===== src/rtl/uart_tx_frame.sv =====
// UART transmitter: valid/ready byte intake into a one-entry holding register,
// then start bit, LSB-first data, optional parity and stop bits on a registered line.
module uart_tx_frame #(
  parameter int CLKS_PER_BIT = 10,
  parameter int DATA_BITS    = 8,
  parameter int PARITY_EN    = 1,
  parameter int PARITY_ODD   = 0,
  parameter int STOP_BITS    = 2
) (
  input  logic                 clock,
  input  logic                 reset,
  input  logic [DATA_BITS-1:0] din,
  input  logic                 din_valid,
  output logic                 din_ready,
  output logic                 dout,
  output logic                 busy,
  output logic                 tx_done
);

  localparam int BAUD_W = (CLKS_PER_BIT > 1) ? $clog2(CLKS_PER_BIT) : 1;
  localparam logic [BAUD_W-1:0] BAUD_LAST = BAUD_W'(CLKS_PER_BIT - 1);
  localparam logic [2:0] DATA_LAST = 3'(DATA_BITS - 1);
  localparam logic [2:0] STOP_LAST = 3'(STOP_BITS - 1);

  typedef enum logic [2:0] {IDLE, START, DATA, PARITY, STOP} state_t;

  state_t                state_q, state_d;
  logic [BAUD_W-1:0]     baud_q, baud_d;
  logic [2:0]            idx_q, idx_d;
  logic [DATA_BITS-1:0]  shift_q, shift_d;
  logic [DATA_BITS-1:0]  hold_q, hold_d;
  logic                  hold_full_q, hold_full_d;
  logic                  parity_q, parity_d;
  logic                  dout_q, dout_d;
  logic                  tx_done_q, tx_done_d;
  logic                  bit_end;
  logic                  load;

  always_comb begin
    state_d     = state_q;
    baud_d      = baud_q;
    idx_d       = idx_q;
    shift_d     = shift_q;
    hold_d      = hold_q;
    hold_full_d = hold_full_q;
    parity_d    = parity_q;
    tx_done_d   = 1'b0;
    load        = 1'b0;
    bit_end     = (baud_q == BAUD_LAST);

    if (state_q != IDLE) begin
      baud_d = bit_end ? '0 : baud_q + BAUD_W'(1);
    end

    case (state_q)
      IDLE: begin
        if (hold_full_q) load = 1'b1;
      end
      START: begin
        if (bit_end) begin
          state_d = DATA;
          idx_d   = '0;
        end
      end
      DATA: begin
        if (bit_end) begin
          if (idx_q == DATA_LAST) begin
            state_d = (PARITY_EN != 0) ? PARITY : STOP;
            idx_d   = '0;
          end else begin
            shift_d = shift_q >> 1;
            idx_d   = idx_q + 3'd1;
          end
        end
      end
      PARITY: begin
        if (bit_end) begin
          state_d = STOP;
          idx_d   = '0;
        end
      end
      STOP: begin
        if (bit_end) begin
          if (idx_q == STOP_LAST) begin
            tx_done_d = 1'b1;
            if (hold_full_q) load = 1'b1;
            else             state_d = IDLE;
          end else begin
            idx_d = idx_q + 3'd1;
          end
        end
      end
      default: state_d = IDLE;
    endcase

    // A load needs a full holding register, so it never coincides with an intake.
    if (load) begin
      shift_d     = hold_q;
      parity_d    = (^hold_q) ^ (PARITY_ODD != 0);
      hold_full_d = 1'b0;
      state_d     = START;
      baud_d      = '0;
      idx_d       = '0;
    end else if (din_valid && !hold_full_q) begin
      hold_d      = din;
      hold_full_d = 1'b1;
    end

    case (state_d)
      START:   dout_d = 1'b0;
      DATA:    dout_d = shift_d[0];
      PARITY:  dout_d = parity_d;
      default: dout_d = 1'b1;
    endcase
  end

  always_ff @(posedge clock or posedge reset) begin
    if (reset) begin
      state_q     <= IDLE;
      baud_q      <= '0;
      idx_q       <= '0;
      shift_q     <= '0;
      hold_q      <= '0;
      hold_full_q <= 1'b0;
      parity_q    <= 1'b0;
      dout_q      <= 1'b1;
      tx_done_q   <= 1'b0;
    end else begin
      state_q     <= state_d;
      baud_q      <= baud_d;
      idx_q       <= idx_d;
      shift_q     <= shift_d;
      hold_q      <= hold_d;
      hold_full_q <= hold_full_d;
      parity_q    <= parity_d;
      dout_q      <= dout_d;
      tx_done_q   <= tx_done_d;
    end
  end

  assign din_ready = ~hold_full_q;
  assign dout      = dout_q;
  assign busy      = (state_q != IDLE);
  assign tx_done   = tx_done_q;

endmodule

===== config.mk =====
export PLATFORM = sky130hd
export DESIGN_NAME = uart_tx_frame
export DESIGN_NICKNAME = d
export VERILOG_FILES = /design/src/rtl/uart_tx_frame.sv
export SDC_FILE = /design/constraint.sdc
export NUM_CORES = 1
export LEC_CHECK = 0
export CORE_MARGIN = 3
export CORE_UTILIZATION = 25
export DETAILED_ROUTE_END_ITERATION = 8
export PLACE_DENSITY_LB_ADDON = 0.1
export SLEW_MARGIN = 20
export SYNTH_ARGS = -nofsm -noshare
export SYNTH_HDL_FRONTEND = slang
export SYNTH_SLANG_ARGS = --single-unit

===== constraint.sdc =====
create_clock -name clock -period 2.2 [get_ports clock]
set_input_delay 0.44 -clock clock [delete_from_list [all_inputs] [get_ports clock]]
set_output_delay 0.44 -clock clock [all_outputs]
set_load 0.01 [all_outputs]

After elaboration in Yosys (flattened, before gate mapping)
Index checks and enable logic that the tools add are counted.
- add/subtract/negate cells: 2
- eq/ne operators: 15
- muxes and demuxes: 34
- bitwise operators: 2
- reductions and logical operators: 14
- operators with widths (kind ; number):
    2-to-1 mux 3 bit ; 14
    2-to-1 mux 8 bit ; 4
    case mux 3 bit (5 select lines) ; 1
    equality test 3 x 2 -> 1 bit, second input constant ; 4
    2-to-1 mux 4 bit ; 3
    equality test 3 x 1 -> 1 bit, second input constant ; 3
    2-to-1 mux 1 bit ; 9
    != test 3 bit, second input constant ; 3
    case mux 3 bit (3 select lines) ; 1
    nonzero test 2 bit ; 4
    parity 8 bit ; 1
    equality test 3 bit, second input constant ; 2
    AND reduction 5 bit ; 1
    adder 4 x 1 -> 4 bit, second input constant ; 1
    equality test 4 bit, second input constant ; 1
    nonzero test 4 bit ; 1
    adder 3 x 1 -> 3 bit, second input constant ; 1
    logical NOT 3 bit ; 1
    != test 3 x 1 -> 1 bit, second input constant ; 1
    case mux 1 bit (3 select lines) ; 1
    AND reduction 3 bit ; 1
    nonzero test 3 bit ; 1
    != test 2 bit, second input constant ; 1
    NOT 1 bit ; 2
    5 further kinds ; 5
- flip-flop bits (word level): 30
- input port bits: 11
- output and inout bits: 4

Logic depth before layout (Yosys ltp)
- depth after elaboration: 7
- mapped depth: 8
- gate-level depth less buffers: 6

Worst setup path after synthesis
Ideal clock, no wire load.
- path kind: reg-to-reg
- start: reg baud_q[0]
- end: reg shift_q[5]
- library setup time: 0.126 ns
- data arrival time: 1.639 ns
- slack: 0.435 ns
- stages on the path, launching flop included: 8
- buffers on the path: 2
- path through: dfrtp_1 -> ha_1 -> nand3b_2 -> o21ai_4 -> and2_4 -> buf_6 -> buf_6 -> a221o_1
- longest elaborated chain between the ends: 5
- elaborated cells between the ends (all ways): 8
- classes of those cells: eq/ne (2); mux (3); reduce/logical (3)
- ends and longest elaborated chain (item ; RTL line ; RTL):
    start: declaration ; 28 ; logic [BAUD_W-1:0] baud_q, baud_d;
    start signal: assignment ; 130 ; baud_q <= baud_d;
    equality test 4 bit * ; 49 ; bit_end = (baud_q == BAUD_LAST);
    2-to-1 mux 1 bit ; 83 ; if (bit_end) begin
    case mux 1 bit (2 select lines) ; 55 ; case (state_q)
    != test 2 bit (no source line) or nonzero test 2 bit (tied branches) ; - ;
    AND reduction 3 bit (no source line) ; - ;
    end signal: assignment ; 132 ; shift_q <= shift_d;
    end: declaration ; 30 ; logic [DATA_BITS-1:0] shift_q, shift_d;
Every way passes the cells marked *; elsewhere a longest branch is shown, timed or not.
A chain may end at the register's enable or synchronous reset.

Worst setup path in the final report
- start: reg state_q[0]
- end: out busy
- longest elaborated chain between the ends: 1
- ends and longest elaborated chain (item ; RTL line ; RTL):
    start: declaration ; 27 ; state_t state_q, state_d;
    start signal: assignment ; 129 ; state_q <= state_d;
    nonzero test 3 bit ; 143 ; assign busy = (state_q != IDLE);
    end: declaration ; 16 ; output logic busy,
Every way passes these cells.

==> metrics.txt <==
status=complete, no violations; Warnings, synthesis=0; RSZ-0062 raised after global routing=false; post-synthesis mux area share=6.16%; First-pass DRT Iterations=4; Slowest-stage cell, CP=clkdlybuf4s50_1; Starting Density=26.5%; Leak Pwr=0.820 nW; FMAX=approximately 500 MHz; total CTS buffers=5; core footprint=around 6100 sq um; antenna viol nets, final=0; Clock power frac=between 20% and 30%; Mapped Area=between 1500 and 2000 sq um; post-route minimum period=2.00 ns; combinational group share of total power=roughly two fifths; final setup fails=0; Cell Pwr Density=1300 nW/um^2; EDFF count, synth=0; Nets=185; WHS=0.511 ns; final wirelength=roughly 3.3 mm; detailed-route via count=around 1,100; synthesis-to-layout area growth=21.8%; # port buffers=14; Final Non-Filler Cells=245; worst-path fanout max=4; Switching Fraction=about a third; Post-Synth Adder-Cell Area=between 3 and 4%; post-route setup TNS=0 ns; worst-margin pin slew=~0.5 ns; Mapped Cells=147; Slew headroom=between 60% and 70%; Synth Area in XOR/XNOR=between 4 and 5%; Synth Area in Simple Gates=~16%; total gr overflow=0; switching pwr=0.885 mW; # fillers=between 600 and 700; fin crit share=between 90% and 100%; Power, Total=2.54 mW; largest family of logic cells by synthesized area=compound AO/OA/AOI/OAI gates; num ports=15; DR WL/cell=13.3 um; Post-Syn Area per Cell=between 10 and 15 sq um; Yosys reg bits=30; number of clock sinks=30; Internal Power=~1.7 mW; slowest stage delay, CP=between 0.4 and 0.5 ns; final slew viol count=0; fin area=~2000 sq um; Worst EP required=between 1.5 and 2 ns; Clk Latency, worst-skew pair=approximately 0.27 ns; H-tree depth=2; ys async rst share=100%; DP HPWL=roughly 2.4 mm; row count=28; critical path type=flop to output port; final setup margin=slightly below 0.2 ns; placed inst area=~1800 sq um; PostCTS Resize Cnt=0; number of DRC markers in iteration 0=52; Syn Nets=between 150 and 200; share of layout cells above drive strength 1=between 10% and 20%; die height=around 86 um; Flop pwr share=between 30% and 40%; routed vias/inst=roughly 4.6; Final Hold Vio Count=0; number of global-route vias before repair=between 1,000 and 1,500; register area share after synthesis=46.8%; CTS Hold Bufs=0; Ant. Diodes=0; CTS root buf=clkbuf_8; largest net degree at the start of global routing=31; CTS clk-pin slew, worst paths=about 0.070 ns; CP Cell Sequence=nor3_2, inv_1, clkdlybuf4s50_1; total of max-cap violations=0; number of setup buffers added after CTS=0; dpl cells=roughly 240; CP Data Arrival Time=about 1.6 ns; post-synthesis compound-gate area fraction=between 15 and 20%; Core Util, Final=around 32%; CTS Buffer Depth=2; antenna violations before repair=0; Die X=86.1 um; all-layer global routing usage=about a tenth; Placer Congestion=approximately 0.78; worst vdd ir=505 uV; Setup crit start kind=flop; CTS tree=yes; Setup WS pre-CTS=approximately 0.36 ns; Netlist cell types=42; first-pass GRT wire length=between 5 and 6 mm; die area=between 7000 and 8000 sq um; ys flop type=dfrtp_1; worst hold path type=flop to flop; Final Skew=between 0.004 and 0.005 ns; Post-route DRC=0; Worst setup EP type=output port
## power by group through the flow
| stage | registers [mW] | clock network [mW] | logic [mW] |
|---|---|---|---|
| after CTS | 0.972 | 0.566 | 1.05 |
| after floorplan | 0.941 | 0 | 0.837 |
| after global routing | 1.01 | 0.595 | 1.18 |
| after detailed placement | 0.982 | 0 | 1.04 |
| after global placement | 0.974 | 0 | 1.04 |
| final | 0.972 | 0.538 | 1.03 |
## layout by cell type (no fill, tap or decap), types with 2 or more instances in the layout
cell	netlist	final
dfrtp_1	29	29
clkdlybuf4s50_1	0	14
inv_1	10	10
a21oi_1	8	8
nor2_1	7	7
nand2_1	7	7
mux2_2	7	7
xnor2_1	7	7
buf_4	1	7
and2_1	6	6
a221o_1	6	6
o21ai_0	6	6
ha_1	5	5
clkbuf_8	0	5
nand2b_1	4	4
o21ai_1	4	4
nand3_1	3	3
nor3_1	3	2
nor2b_1	2	2
o21bai_1	2	2
o2111ai_1	2	2
o32ai_1	2	2
mux2i_1	2	2
or3_1	2	2
clkinv_2	0	2
## Yosys cell counts, types with 5 or more instances
cell / number / share of area (%)
a21oi_1: 8 / 2.5
nand2_1: 7 / 1.6
and2_1: 6 / 2.3
o21ai_0: 6 / 1.9
mux2_2: 7 / 4.9
a221o_1: 6 / 3.7
inv_1: 10 / 2.3
xnor2_1: 7 / 3.8
dfrtp_1: 29 / 45
nor2_1: 7 / 1.6
ha_1: 5 / 3.9
## registers in the layout, summed over array words and instances, names as in the netlist
| name | count |
|---|---|
| hold_q | 8 |
| shift_q | 8 |
| baud_q | 4 |
| idx_q | 3 |
| state_q | 3 |
| dout | 1 |
| hold_full_q | 1 |
| parity_q | 1 |
| tx_done | 1 |
## cells by family (layout without fill, tap and decap cells)
group                      Yosys count  in the layout
and+or+nand+nor                     41             41
AOI/OAI and AO/OA                   37             37
DFF                                 30             30
buffers and inverters               17             40
muxes                                9              9
xor gates and xnor gates             8              8
adders and majority gates            5              5
## path summary, 6_finish.rpt
check	end	slack, ns	depth (start not counted)	start
max	busy	0.20	3	state_q[0]$_DFF_PP0_
min	shift_q[5]$_DFFE_PP0P_	0.51	1	shift_q[5]$_DFFE_PP0P_
max reg2reg	shift_q[1]$_DFFE_PP0P_	0.38	5	idx_q[0]$_DFFE_PP0P_
min reg2reg	shift_q[5]$_DFFE_PP0P_	0.51	1	shift_q[5]$_DFFE_PP0P_
max in group asynchronous	dout$_DFF_PP1_	1.34	3	reset
min in group asynchronous	hold_full_q$_DFFE_PP0P_	0.53	3	reset
## cell type report
class                      count  area [sq um]  area share [%]
clock buffer                   5          68.8            3.52
clock inverter                 3          40.0            2.05
inverter                      11          41.3            2.11
multi-input combinational    100           767            39.2
sequential                    30           752            38.5
tap                           75          93.8            4.80
timing repair buffer          21           193            9.85
## worst max-delay path: cells and delay by family, from the launching register on
family / cells / cell delay (ns)
buf+inv: 2 / 0.62
flops: 1 / 0.39
simple gates: 1 / 0.27
## per-layer routing
layer	global-route usage [%]	up-vias	part of all wire (%)
met5	0	-	0
met4	3.88	0	0.83
met3	3.46	2	3.9
met2	15.2	17	47
met1	13.7	540	49
li1	-	565	-
Note: power is estimated with default switching activity, not from simulation.
